[config.mk]
export PLATFORM = sky130hd
export DESIGN_NAME = datapath_sequencer
export DESIGN_NICKNAME = d
export VERILOG_FILES = /design/src/rtl/datapath_sequencer.sv
export SDC_FILE = /design/constraint.sdc
export NUM_CORES = 1
export LEC_CHECK = 0
export BUFFER_PORTS_ARGS = -buffer_cell sky130_fd_sc_hd__buf_4
export CORE_UTILIZATION = 40
export DETAILED_ROUTE_END_ITERATION = 16
export GPL_ROUTABILITY_DRIVEN = 0
export PLACE_DENSITY_LB_ADDON = 0.05
export SLEW_MARGIN = 20
export SYNTH_ARGS = -nofsm -noshare
export SYNTH_HDL_FRONTEND = slang
export SYNTH_SLANG_ARGS = --single-unit
[constraint.sdc]
create_clock -name clk -period 1.7 [get_ports clk]
set_clock_uncertainty 0.1 [all_clocks]
set_input_delay 0.34 -clock clk [delete_from_list [all_inputs] [get_ports clk]]
set_output_delay 0.34 -clock clk [all_outputs]
set_load 0.01 [all_outputs]
[src/rtl/datapath_sequencer.sv]
// datapath_sequencer: fetches and decodes ROM instructions, drives datapath control and branches on latched N/Z/C
module datapath_sequencer #(
  parameter int PC_W = 8,
  parameter logic [PC_W-1:0] START_PC = '0
) (
  input  logic            clk,
  input  logic            reset,
  input  logic            start,
  output logic [PC_W-1:0] instr_addr,
  input  logic [15:0]     instr_data,
  input  logic            N,
  input  logic            Z,
  input  logic            C,
  output logic            WE,
  output logic [2:0]      W_Adr,
  output logic [2:0]      R_Adr,
  output logic [2:0]      S_Adr,
  output logic            S_Sel,
  output logic [3:0]      Alu_Op,
  output logic [PC_W-1:0] pc,
  output logic [2:0]      flags,
  output logic            busy,
  output logic            done
);
  typedef enum logic [2:0] {IDLE, FETCH, DECODE, EXECUTE, WRITEBACK, HALTED} state_t;
  localparam logic [3:0] OP_BRZ = 4'd13;
  localparam logic [3:0] OP_JMP = 4'd14;
  localparam logic [3:0] OP_HALT = 4'd15;
  state_t state_q, state_d;
  logic [PC_W-1:0] pc_q, pc_d, target, pc_inc;
  logic [15:0] ir_q, ir_d;
  logic [2:0] flags_q, flags_d;
  logic [3:0] op;
  logic is_alu, ctl_en, unused_ok;
  assign op = ir_q[15:12];
  assign is_alu = op <= 4'd12;
  assign target = PC_W'(ir_q[7:0]);
  assign pc_inc = pc_q + PC_W'(1);
  assign unused_ok = ir_q[0];
  always_comb begin
    state_d = state_q;
    pc_d = pc_q;
    ir_d = ir_q;
    flags_d = flags_q;
    case (state_q)
      IDLE: begin
        pc_d = start ? START_PC : pc_q;
        state_d = start ? FETCH : IDLE;
      end
      FETCH: state_d = DECODE;
      DECODE: begin
        ir_d = instr_data;
        state_d = EXECUTE;
      end
      EXECUTE: begin
        state_d = is_alu ? WRITEBACK : (op == OP_HALT) ? HALTED : FETCH;
        // BRZ looks only at the Z latched by the last writeback
        pc_d = (op == OP_JMP) ? target : (op == OP_BRZ) ? (flags_q[1] ? target : pc_inc) : pc_q;
      end
      WRITEBACK: begin
        flags_d = {N, Z, C};
        pc_d = pc_inc;
        state_d = FETCH;
      end
      HALTED: state_d = start ? HALTED : IDLE;
      default: state_d = IDLE;
    endcase
  end
  always_ff @(posedge clk) begin
    if (!reset) begin
      state_q <= IDLE;
      pc_q <= START_PC;
      ir_q <= '0;
      flags_q <= '0;
    end else begin
      state_q <= state_d;
      pc_q <= pc_d;
      ir_q <= ir_d;
      flags_q <= flags_d;
    end
  end
  assign ctl_en = is_alu && (state_q == EXECUTE || state_q == WRITEBACK);
  assign Alu_Op = ctl_en ? op : '0;
  assign W_Adr = ctl_en ? ir_q[11:9] : '0;
  assign R_Adr = ctl_en ? ir_q[8:6] : '0;
  assign S_Adr = ctl_en ? ir_q[5:3] : '0;
  assign S_Sel = ctl_en && ir_q[2];
  assign WE = (state_q == WRITEBACK) && ir_q[1];
  assign instr_addr = pc_q;
  assign pc = pc_q;
  assign flags = flags_q;
  assign busy = state_q inside {FETCH, DECODE, EXECUTE, WRITEBACK};
  assign done = state_q == HALTED;
endmodule

== After elaboration in Yosys (flattened, before gate mapping) ==
Cells that the tools add are included.

* $add $sub $neg: 1
* Magnitude comparators: 1
* Equality and inequality tests: 10
* Multiplexer cells: 14
* Reduce and logical (&&, ||, !) cells: 8

{| class="wikitable"
|+ Operators by type and width
! operator !! count
|-
| 8-bit two-way mux || 4
|-
| 8-bit one-hot mux with 3 select lines || 1
|-
| 3-bit two-way mux || 6
|-
| 3-bit one-hot mux with 6 select lines || 1
|-
| 4-bit == test, second input constant || 3
|-
| 8-bit by 1-bit adder with 8-bit output, second input constant || 1
|-
| 3-bit by 2-bit == test with 1-bit output, second input constant || 2
|-
| 3-bit == test, second input constant || 2
|-
| 4-bit less-or-equal comparator, second input constant || 1
|-
| 4-bit two-way mux || 1
|-
| 4-bit nonzero test || 1
|-
| 3-bit by 1-bit == test with 1-bit output, second input constant || 1
|-
| 1-bit logical AND || 3
|-
| 3-bit logical NOT || 1
|-
| 3-bit != test, second input constant || 1
|-
| 3-bit AND reduction || 1
|-
| 3-bit nonzero test || 1
|-
| 2-bit != test, second input constant || 1
|-
| 1-bit logical OR || 1
|-
| 1-bit two-way mux || 1
|}

* Bits in registers: 30
* Output and inout port bits: 36
* Word-level logic and storage cells: 38

== Logic depth before layout (Yosys ltp) ==
Gate-level depths: netlist of the first run.

* Depth in word-level cells: 5
* Gate-level depth with buffers: 5

== Worst setup path after synthesis of the first run ==
OpenSTA, ideal clock, no wires.

* Path kind: reg2out
* Start point: register state_q[0]
* End point: output Alu_Op[0]
* Arrival: 1.433 ns
* Required time: 1.260 ns
* Setup slack: -0.173 ns
* Cell stages (with the launch flop): 6
* Buffers on the path: 2
* Cell sequence: dfxtp_1 or3b_1 clkbuf_1 a21oi_1 clkbuf_2 and2_1

* Cells in the longest elaborated chain, start to end: 4
* Elaborated cells on any way between the ends: 5
* Classes of those cells: eq/ne: 2; mux: 1; reduce/logical: 2

{| class="wikitable"
|+ Ends and longest elaborated chain
! what !! line !! text
|-
| start, declared || 29 || <nowiki>state_t state_q, state_d;</nowiki>
|-
| start signal, assigned || 76 || <nowiki>state_q <= state_d;</nowiki>
|-
| 3-bit by 2-bit == test with 1-bit output or 3-bit == test (tied branches) || 82 || <nowiki>assign ctl_en = is_alu && (state_q == EXECUTE || state_q == WRITEBACK);</nowiki>
|-
| 1-bit logical OR * || 82 ||
|-
| 1-bit logical AND * || 82 ||
|-
| 4-bit two-way mux * || 83 || <nowiki>assign Alu_Op = ctl_en ? op : '0;</nowiki>
|-
| end, declared || 19 || <nowiki>output logic [3:0] Alu_Op,</nowiki>
|}

Mark *: on every way between the ends. The rest lies on a longest branch, timed or not.

== Final worst setup path of the first run ==
* Start point: register state_q[1]
* End point: output S_Sel

* Cells in the longest elaborated chain, start to end: 4
* Elaborated cells on any way between the ends: 5
* Classes of those cells: eq/ne: 2; reduce/logical: 3

{| class="wikitable"
|+ Ends and longest elaborated chain
! what !! line !! text
|-
| 3-bit by 2-bit == test with 1-bit output or 3-bit == test (tied branches) || 82 ||
|-
| 1-bit logical OR * || 82 ||
|-
| 1-bit logical AND * || 82 ||
|-
| 1-bit logical AND * || 87 || <nowiki>assign S_Sel = ctl_en && ir_q[2];</nowiki>
|-
| end, declared || 18 || <nowiki>output logic S_Sel,</nowiki>
|}

Marked as above.

==> flow_summary.yaml, run 1 <==
placed_design:
  hpwl_um: 3130
  numPortBuffers: 57
  place_area_sq_mm: 0.00237
min_path:
  holdCritPathClass: "in2reg"
  hold_path_depth: 3
  holdCritStartpoint: "instr_data[12]"
  min_to: "ir_q[12]"
logic_synthesis:
  ys_seq_elements: 30
  synth_area_sq_mm: 0.00170
  syn_avg_cell_area_sq_um: 8.20
  synthCells: 207
  ys_seq_area_frac: 0.354
  yosysMostFrequentCell: "nand2_1"
  yosysWarningCount: 0
  yosysTopAreaCell: "dfxtp_1"
  synth-main-ff-cell: "dfxtp_1"
  synth_edf_count: 0
  synth_top_cell_area_share: 0.354
  syn-num-nets: 230
  netlist_top_cells_count: "nand2_1 (43), dfxtp_1 (30), a21boi_0 (18), and2_1 (16), buf_4 (10)"
  synth_area_leaders: "dfxtp_1 (35%), nand2_1 (9.5%), a21boi_0 (8.0%)"
  ys_types: 49
  ys_async_sr_fraction: 0
finish:
  drive_gt1_frac: 0.486
  fin_area_sq_mm: 0.00269
  fin_nets: 314
  area_growth_syn_to_layout_pct: 58.3
  num_antenna_cells: 0
  postLayoutCoreUtil: 0.667
  fill_cells: 342
cts:
  hold_buffers: 0
  clk_pin_slew_ns: 0.06
  numCtsBuffers: 5
  cts_tree: "built"
  htreeDepth: 2
  cts_root_buf: "clkbuf_8"
  clock-sinks: 30
  clk_latency_ns: 0.28
  clockBufferDepth: 2
critical_path:
  startpoint_type: "flop"
  critPathSlowestCell: "or3b_4"
  critPathMaxStageDelay_ns: 0.42
  reg2reg_slack_ns: 0
  path_class: "reg2out"
  cp.required_ns: 1.26
  path_cells: "or3b_4 > a21oi_4 > buf_12 > and2_1 > buf_4"
  timing.rr.start: "state_q[1]"
  cp_max_fo: 14
  crit_arrival_ns: 1.58
  cp_num_cells: 5
  r2r_cells: 5
  r2r_end: "instr_addr[6]"
  critical-path-top-delay-family: "simple AND/OR/NAND/NOR gates"
  critPathBufInv: 2
  end_kind: "output pin"
timing:
  period_share: 1.19
  setup_ws_ns: -0.324
  finalSetupViolCount: 17
  max_freq_ghz: 0.494
  max-slew-margin-rel: 0.713
  final_hold_viol_count: 0
  slew_violations: 0
  period_needed_ns: 2.02
  worstMarginPinSlew_ns: 0.430
  rsz0062_at_grt: "yes"
run:
  cap_viol_max_count: 0
drt:
  final_antenna_net_count: 0
  viasPerCell: 5.09
  dr.pass1.iters: 4
  wl_um: 4650
  wl_per_cell_um: 13.6
  post-route-drc-count: 0
  drt_iter0_markers: 111
  dr_total_vias: 1742
floorplan:
  dieArea_sq_mm: 0.00451
  die_h_um: 67.2
  die_x_um: 67.2
  io-pin-count: 58
  rows: 23
  start_util: 0.421
  core_sq_mm: 0.00403
run_status:
  status: "finished with violations"
  violations: "negative setup slack"
power_and_ir_drop:
  power.density_mw_per_mm2: 684
  irDropWorstVdd_v: 0.000494
  p_leak_nw: 1.17
global_route:
  grt_pass1_vias: 1640
  grt_first_pass_wirelength_um: 7630
  grt_max_degree: 34
  overflow: 0
  grt_use_total: 0.225
  grt_antenna_before_repair: 0
## area by class of cell
cell class	count	area, sq um	share of cell area
multi-input cells	154	1110	0.412
repair buffers	96	801	0.298
flip-flops and latches	30	608	0.226
clock inverters	2	12.5	0.00466
well taps	50	62.6	0.0233
inverters	4	15.0	0.00559
clock buffers	6	82.6	0.0307
## timing repair
item / CTS / global route
endpoints found under the setup margin: 18 / 41
gates resized for setup: 30 / 16
setup buffers: 7 / 3
pin swaps: 10 / 11
## layer usage
metal / track usage / wire length [um] / vias to the layer above
li1: - / - / 895
met1: 0.295 / 2140 / 786
met2: 0.346 / 2150 / 57
met3: 0.0659 / 313 / 4
met4: 0.0851 / 40 / 0
met5: 0 / 0 / -
## through the flow
step                TNS (ns)  std cells  hold WS (ns)  setup WS (ns)  power [mW]
floorplan             -0.486        207         0.339        -0.0508        1.01
global placement      -0.910        327         0.351        -0.0715        1.18
finish                 -4.49        342         0.205         -0.324        1.84
CTS                    -4.96        341         0.194         -0.334        1.85
global route           -5.50        342         0.204         -0.386        1.94
detailed placement     -1.23        327         0.359        -0.0938        1.18
## cells in the final DEF, fill, tap and decap left out, types with 2 or more instances in the layout
| cell | instances |
|---|---|
| nor2_4 | 2 |
| or3_1 | 2 |
| and2_1 | 4 |
| a32o_1 | 6 |
| nor3b_2 | 2 |
| a22o_1 | 3 |
| o21ai_0 | 2 |
| clkbuf_8 | 6 |
| nand3_1 | 2 |
| nand2_1 | 43 |
| inv_1 | 4 |
| buf_6 | 18 |
| a21oi_1 | 4 |
| or3b_4 | 2 |
| nor3_1 | 2 |
| xnor2_1 | 3 |
| o211ai_1 | 3 |
| buf_4 | 77 |
| dfxtp_1 | 26 |
| o22ai_1 | 4 |
| dfxtp_2 | 3 |
| nand3b_1 | 2 |
| and2_4 | 12 |
| a21boi_0 | 18 |
| nor2_1 | 7 |
## power breakdown
| group | switching, mW | total, mW | internal (mW) |
|---|---|---|---|
| Sequential | 0.0326 | 0.778 | 0.745 |
| Combinational | 0.212 | 0.462 | 0.250 |
| Clock | 0.274 | 0.598 | 0.325 |
## flip-flops by register name, summed over array words and instances, names as in the netlist
name,cells
ir_q,16
instr_addr,8
flags,3
state_q,3
## how the worst max path moves through the flow
stage                     from         to  slack, ns
floorplan           state_q[1]  Alu_Op[0]      -0.05
global route        state_q[1]   S_Adr[2]      -0.39
finish              state_q[1]      S_Sel      -0.32
CTS                 state_q[1]      S_Sel      -0.33
detailed placement  state_q[2]  Alu_Op[3]      -0.09
global placement    state_q[2]   S_Adr[2]      -0.07
## logic make-up after synthesis
family / after synthesis / synth area share
AND/OR/NAND/NOR: 92 / 0.287
buffers and inverters: 23 / 0.0752
AO/OA/AOI/OAI: 58 / 0.261
XOR/XNOR: 3 / 0.0155
adder cells (fa/ha/maj): 1 / 0.00737
flip-flops: 30 / 0.354
## worst register-to-register path: stages, from the launching register on
cell      delay, ns
dfxtp_2        0.32
or3b_4         0.42
buf_4          0.18
or3_1          0.37
o211ai_1       0.11
a32o_1         0.15
Note: power is estimated with default switching activity, not from simulation.
==> inputs of run 2 (changes only) <==
Settings changed: REMOVE_ABC_BUFFERS from default to 1.
==> run 2 against run 1 <==
  * The flow still finishes with violations (negative setup slack)
  * Hold slack worse by 0.0079 ns
  * Cell area up 1.6%
  * Non-clock buffer count down 2
  * Global-route usage up 1.3 points
  * Count of clock-buffer cells in the layout unchanged
  * Sequential share of layout area down 0.45 points
  * Power up 2.7%
  * Die area unchanged
  * Flip-flop and latch count unchanged
  * Wire length up 5.5%
  * Largest power group unchanged
==> flow_summary.yaml, run 2 (synthesized netlist as in run 1, its figures left out) <==
critical_path:
  crit_arrival_ns: 1.66
  cp_max_fo: 7
  reg2reg_slack_ns: -0.03
  critPathMaxStageDelay_ns: 0.41
  path_class: "reg2out"
  cpMostUsedCell: "buf_6"
  cp.required_ns: 1.26
  critPathSlowestCell: "or3b_4"
  path_cells: "or3b_4 > a21oi_4 > buf_6 > and2_4 > buf_6"
  startpoint_type: "flop"
  end_kind: "output pin"
timing:
  max-slew-margin-rel: 0.697
  setup_ws_ns: -0.397
  slew_violations: 0
  whs_ns: 0.197
  tns_ns: -5.70
  period_share: 1.23
  max_freq_ghz: 0.477
  rsz0062_at_grt: "yes"
  period_needed_ns: 2.10
  finalSetupViolCount: 21
  final_hold_viol_count: 0
  worstMarginPinSlew_ns: 0.453
cts:
  clockBufferDepth: 2
  cts_root_buf: "clkbuf_8"
  clock-sinks: 30
  hold_buffers: 0
  clk_latency_ns: 0.29
  htreeDepth: 2
  cts_tree: "built"
  clk_pin_slew_ns: 0.07
  numCtsBuffers: 5
power_and_ir_drop:
  p_clk_frac: 0.330
  intPower_mw: 1.33
  power.net_switching_mw: 0.560
  power.density_mw_per_mm2: 691
  p_leak_nw: 1.18
  seq_power_share: 0.413
  irDropWorstVdd_v: 0.000521
  sw_frac_of_total: 0.296
  comb_power_share: 0.257
drt:
  wl_um: 4900
  wl_per_cell_um: 14.4
  viasPerCell: 5.21
  dr_total_vias: 1773
  final_antenna_net_count: 0
  drt_iter0_markers: 112
  post-route-drc-count: 0
  dr.pass1.iters: 4
finish:
  num_antenna_cells: 0
  final_common_cell: "buf_4"
  largest_register_ff_count: 16
  drive_gt1_frac: 0.497
  mostFrequentLayoutCells: "buf_4 (65), nand2_1 (43), buf_6 (28)"
  largest_register: "ir_q"
  fin_nets: 312
  fin_area_sq_mm: 0.00273
  area_growth_syn_to_layout_pct: 60.9
min_path:
  holdCritPathClass: "in2reg"
placed_design:
  place_area_sq_mm: 0.00229
  numPortBuffers: 57
  hpwl_um: 3130
floorplan:
  core_sq_mm: 0.00403
  dieArea_sq_mm: 0.00451
  die_x_um: 67.2
  io-pin-count: 58
  rows: 23
  die_h_um: 67.2
  start_util: 0.421
global_route:
  grt_use_total: 0.238
  grt_first_pass_wirelength_um: 7890
  grt_antenna_before_repair: 0
  grt_pass1_vias: 1661
  grt_max_degree: 34
  overflow: 0
run_status:
  violations: "negative setup slack"
  status: "finished with violations"
run:
  cap_viol_max_count: 0
-- run 2: cell types whose count changed in the layout (fill, tap and decap cells not counted), moves of 2 or more --
cell	delta
buf_4	-12
buf_6	+10
a21boi_0	-8
a21boi_1	+8
o22ai_1	-4
o22ai_2	+4
and2_1	-3
and2_4	+3
nor3b_2	-2
nor3b_4	+2
-- run 2: per-stage QoR --
stage	total power [mW]	utilization	std cells	setup WS, ns
after global placement	1.15	0.567	323	-0.0387
after global routing	1.98	0.678	340	-0.447
after detailed placement	1.16	0.567	323	-0.0835
after CTS	1.84	0.648	340	-0.344
final	1.89	0.678	340	-0.397
after floorplan	0.968	-	188	-0.357
-- run 2: repair_timing --
item                                    4_1_cts  5_1_grt
gates cloned                                  1        1
resized for setup                            46       43
pin swaps                                    16       13
setup buffers                                 9        4
endpoints found under the setup margin       20       34
-- run 2: final cells by class --
class,count,area [sq um]
fillers,347,1300
multi-input cells,154,1130
repair buffers,94,818
flip-flops and latches,30,606
clock buffers,6,82.6
well taps,50,62.6
inverters,4,15.0
clock inverters,2,12.5
-- run 2: metal layers --
metal  routed length [um]  vias to the layer above  global-route usage
li1                     -                      893                   -
met1                 2320                      818               0.310
met2                 2250                       54               0.380
met3                  236                        8              0.0591
met4                   89                        0              0.0824
met5                    0                        -                   0
-- run 2: power by group through the flow --
stage | combinational (mW) | clock [mW] | sequential [mW]
finish | 0.485 | 0.623 | 0.780
floorplan | 0.159 | 0 | 0.809
global placement | 0.362 | 0 | 0.790
detailed placement | 0.367 | 0 | 0.790
global route | 0.529 | 0.663 | 0.785
CTS | 0.435 | 0.624 | 0.779
-- run 2: final timing paths --
kind                       start             to  cells after the start
setup / recovery      state_q[2]       R_Adr[1]                      5
setup reg to reg      state_q[0]  instr_addr[4]                      6
hold reg to reg         ir_q[10]       ir_q[10]                      2
hold / removal    instr_data[13]       ir_q[13]                      3
-- run 2: worst max-delay path: cells and delay by family, from the launching register on --
| kind | cells | cell delay [ns] |
|---|---|---|
| buf+inv | 2 | 0.25 |
| compound gates | 1 | 0.21 |
| simple gates | 2 | 0.56 |
| flops | 1 | 0.35 |
==> inputs of run 3 (changes only) <==
Settings changed: CORE_UTILIZATION 40 to 45, RECOVER_POWER from default to 25.
==> run 3 against run 2 <==
  * The run still ends with negative setup slack left
  * Wire length is 6.7% lower
  * Hold slack worse by 0.0015 ns
  * Combinational power is 16% lower
  * Critical path type unchanged
  * Largest cell class unchanged
==> flow_summary.yaml, run 3 (synthesized netlist as in run 1, its figures left out) <==
global_route:
  grt_first_pass_wirelength_um: 7490
  grt_use_total: 0.238
  overflow: 0
  grt_pass1_vias: 1589
  grt_max_degree: 34
  grt_antenna_before_repair: 0
critical_path:
  path_class: "reg2out"
  cp.required_ns: 1.26
  critPathSlowestCell: "or3b_4"
  endpoint: "Alu_Op[0]"
  critPathMaxStageDelay_ns: 0.42
  cp_num_cells: 5
  timing.rr.start: "state_q[1]"
  r2r_end: "instr_addr[2]"
  critPathBufInv: 2
  crit_arrival_ns: 1.64
  critical-path-top-delay-family: "simple AND/OR/NAND/NOR gates"
  reg2reg_slack_ns: -0.04
  path_cells: "or3b_4 > a21oi_4 > buf_6 > and2_1 > buf_4"
  cp_max_fo: 7
  end_kind: "output pin"
  r2r_cells: 8
  setup.worst_path.start: "state_q[1]"
  startpoint_type: "flop"
timing:
  period_share: 1.22
  setup_ws_ns: -0.377
  max-slew-margin-rel: 0.780
  finalSetupViolCount: 21
  rsz0062_at_grt: "yes"
  final_hold_viol_count: 0
  period_needed_ns: 2.08
  slew_violations: 0
  worstMarginPinSlew_ns: 0.329
  max_freq_ghz: 0.481
cts:
  clk_latency_ns: 0.29
  htreeDepth: 2
  cts_root_buf: "clkbuf_8"
  cts_tree: "built"
  clk_pin_slew_ns: 0.07
  numCtsBuffers: 5
  clockBufferDepth: 2
  hold_buffers: 0
  clock-sinks: 30
drt:
  post-route-drc-count: 0
  drt_iter0_markers: 113
  wl_per_cell_um: 13.8
  wl_um: 4570
  dr.pass1.iters: 4
  viasPerCell: 5.35
  final_antenna_net_count: 0
  dr_total_vias: 1770
finish:
  num_antenna_cells: 0
  largest_register: "ir_q"
  fin_area_sq_mm: 0.00259
  mostFrequentLayoutCells: "buf_4 (73), nand2_1 (43), dfxtp_1 (27)"
  area_growth_syn_to_layout_pct: 52.7
  drive_gt1_frac: 0.435
  final_common_cell: "buf_4"
  largest_register_ff_count: 16
  fin_nets: 307
power_and_ir_drop:
  power.total_mw: 2.10
  irDropWorstVdd_v: 0.000691
  power.density_mw_per_mm2: 811
  p_leak_nw: 1.15
floorplan:
  core_sq_mm: 0.00347
  dieArea_sq_mm: 0.00402
  start_util: 0.490
  die_x_um: 63.4
  rows: 21
  io-pin-count: 58
  die_h_um: 63.4
placed_design:
  numPortBuffers: 57
  hpwl_um: 2930
  place_area_sq_mm: 0.00228
run:
  cap_viol_max_count: 0
run_status:
  violations: "negative setup slack"
  status: "finished with violations"
min_path:
  holdCritPathClass: "in2reg"
run 3: worst min-delay path by stage:
stage	start	to	slack, ns	depth (start not counted)
3_5_place_dp	ir_q[9]	ir_q[9]	0.35	2
2_1_floorplan	ir_q[10]	ir_q[10]	0.34	2
6_report	instr_data[12]	ir_q[12]	0.20	3
3_3_place_gp	ir_q[9]	ir_q[9]	0.35	2
4_1_cts	instr_data[12]	ir_q[12]	0.19	3
5_1_grt	instr_data[12]	ir_q[12]	0.20	3
run 3: metal layers:
metal / wire (um) / track usage / vias up
li1: - / - / 882
met1: 2100 / 0.304 / 828
met2: 2190 / 0.384 / 51
met3: 206 / 0.0525 / 9
met4: 79 / 0.0938 / 0
met5: 0 / 0 / -
run 3: power by group:
part	switching, mW	internal (mW)
logic	0.200	0.205
registers	0.0326	0.745
clock network	0.295	0.625
run 3: worst reg2reg max path: stages, from the launching register on:
cell     delay [ns]
dfxtp_2        0.34
buf_4          0.23
nor3b_4        0.07
buf_4          0.13
buf_4          0.12
a31oi_1        0.15
buf_4          0.16
o22ai_1        0.08
a32o_1         0.26
run 3: cell type report:
| class | count | area (sq um) |
|---|---|---|
| clock buffer | 6 | 82.6 |
| fill | 297 | 876 |
| tap | 46 | 57.6 |
| sequential | 30 | 604 |
| timing repair buffer | 89 | 728 |
| inverter | 4 | 15.0 |
| multi-input combinational | 154 | 1040 |
| clock inverter | 2 | 60.1 |
run 3: what timing repair did:
item                                   in CTS  in global routing
resized for setup                          18                 24
setup buffers                               2                  1
pin swaps                                   3                  6
endpoints found under the hold margin       0                  0
setup endpoints to repair                  18                 35
cloned                                      1                  0
run 3: through the flow:
stage               hold slack, ns  worst slack [ns]  instances  setup TNS (ns)   util
floorplan                    0.339            -0.357        188           -5.15      -
global placement             0.348           -0.0291        319         -0.0416  0.658
detailed placement           0.351           -0.0722        319          -0.901  0.658
CTS                          0.189            -0.345        330           -4.82  0.724
global route                 0.197            -0.424        331           -6.56  0.747
finish                       0.196            -0.377        331           -5.40  0.747
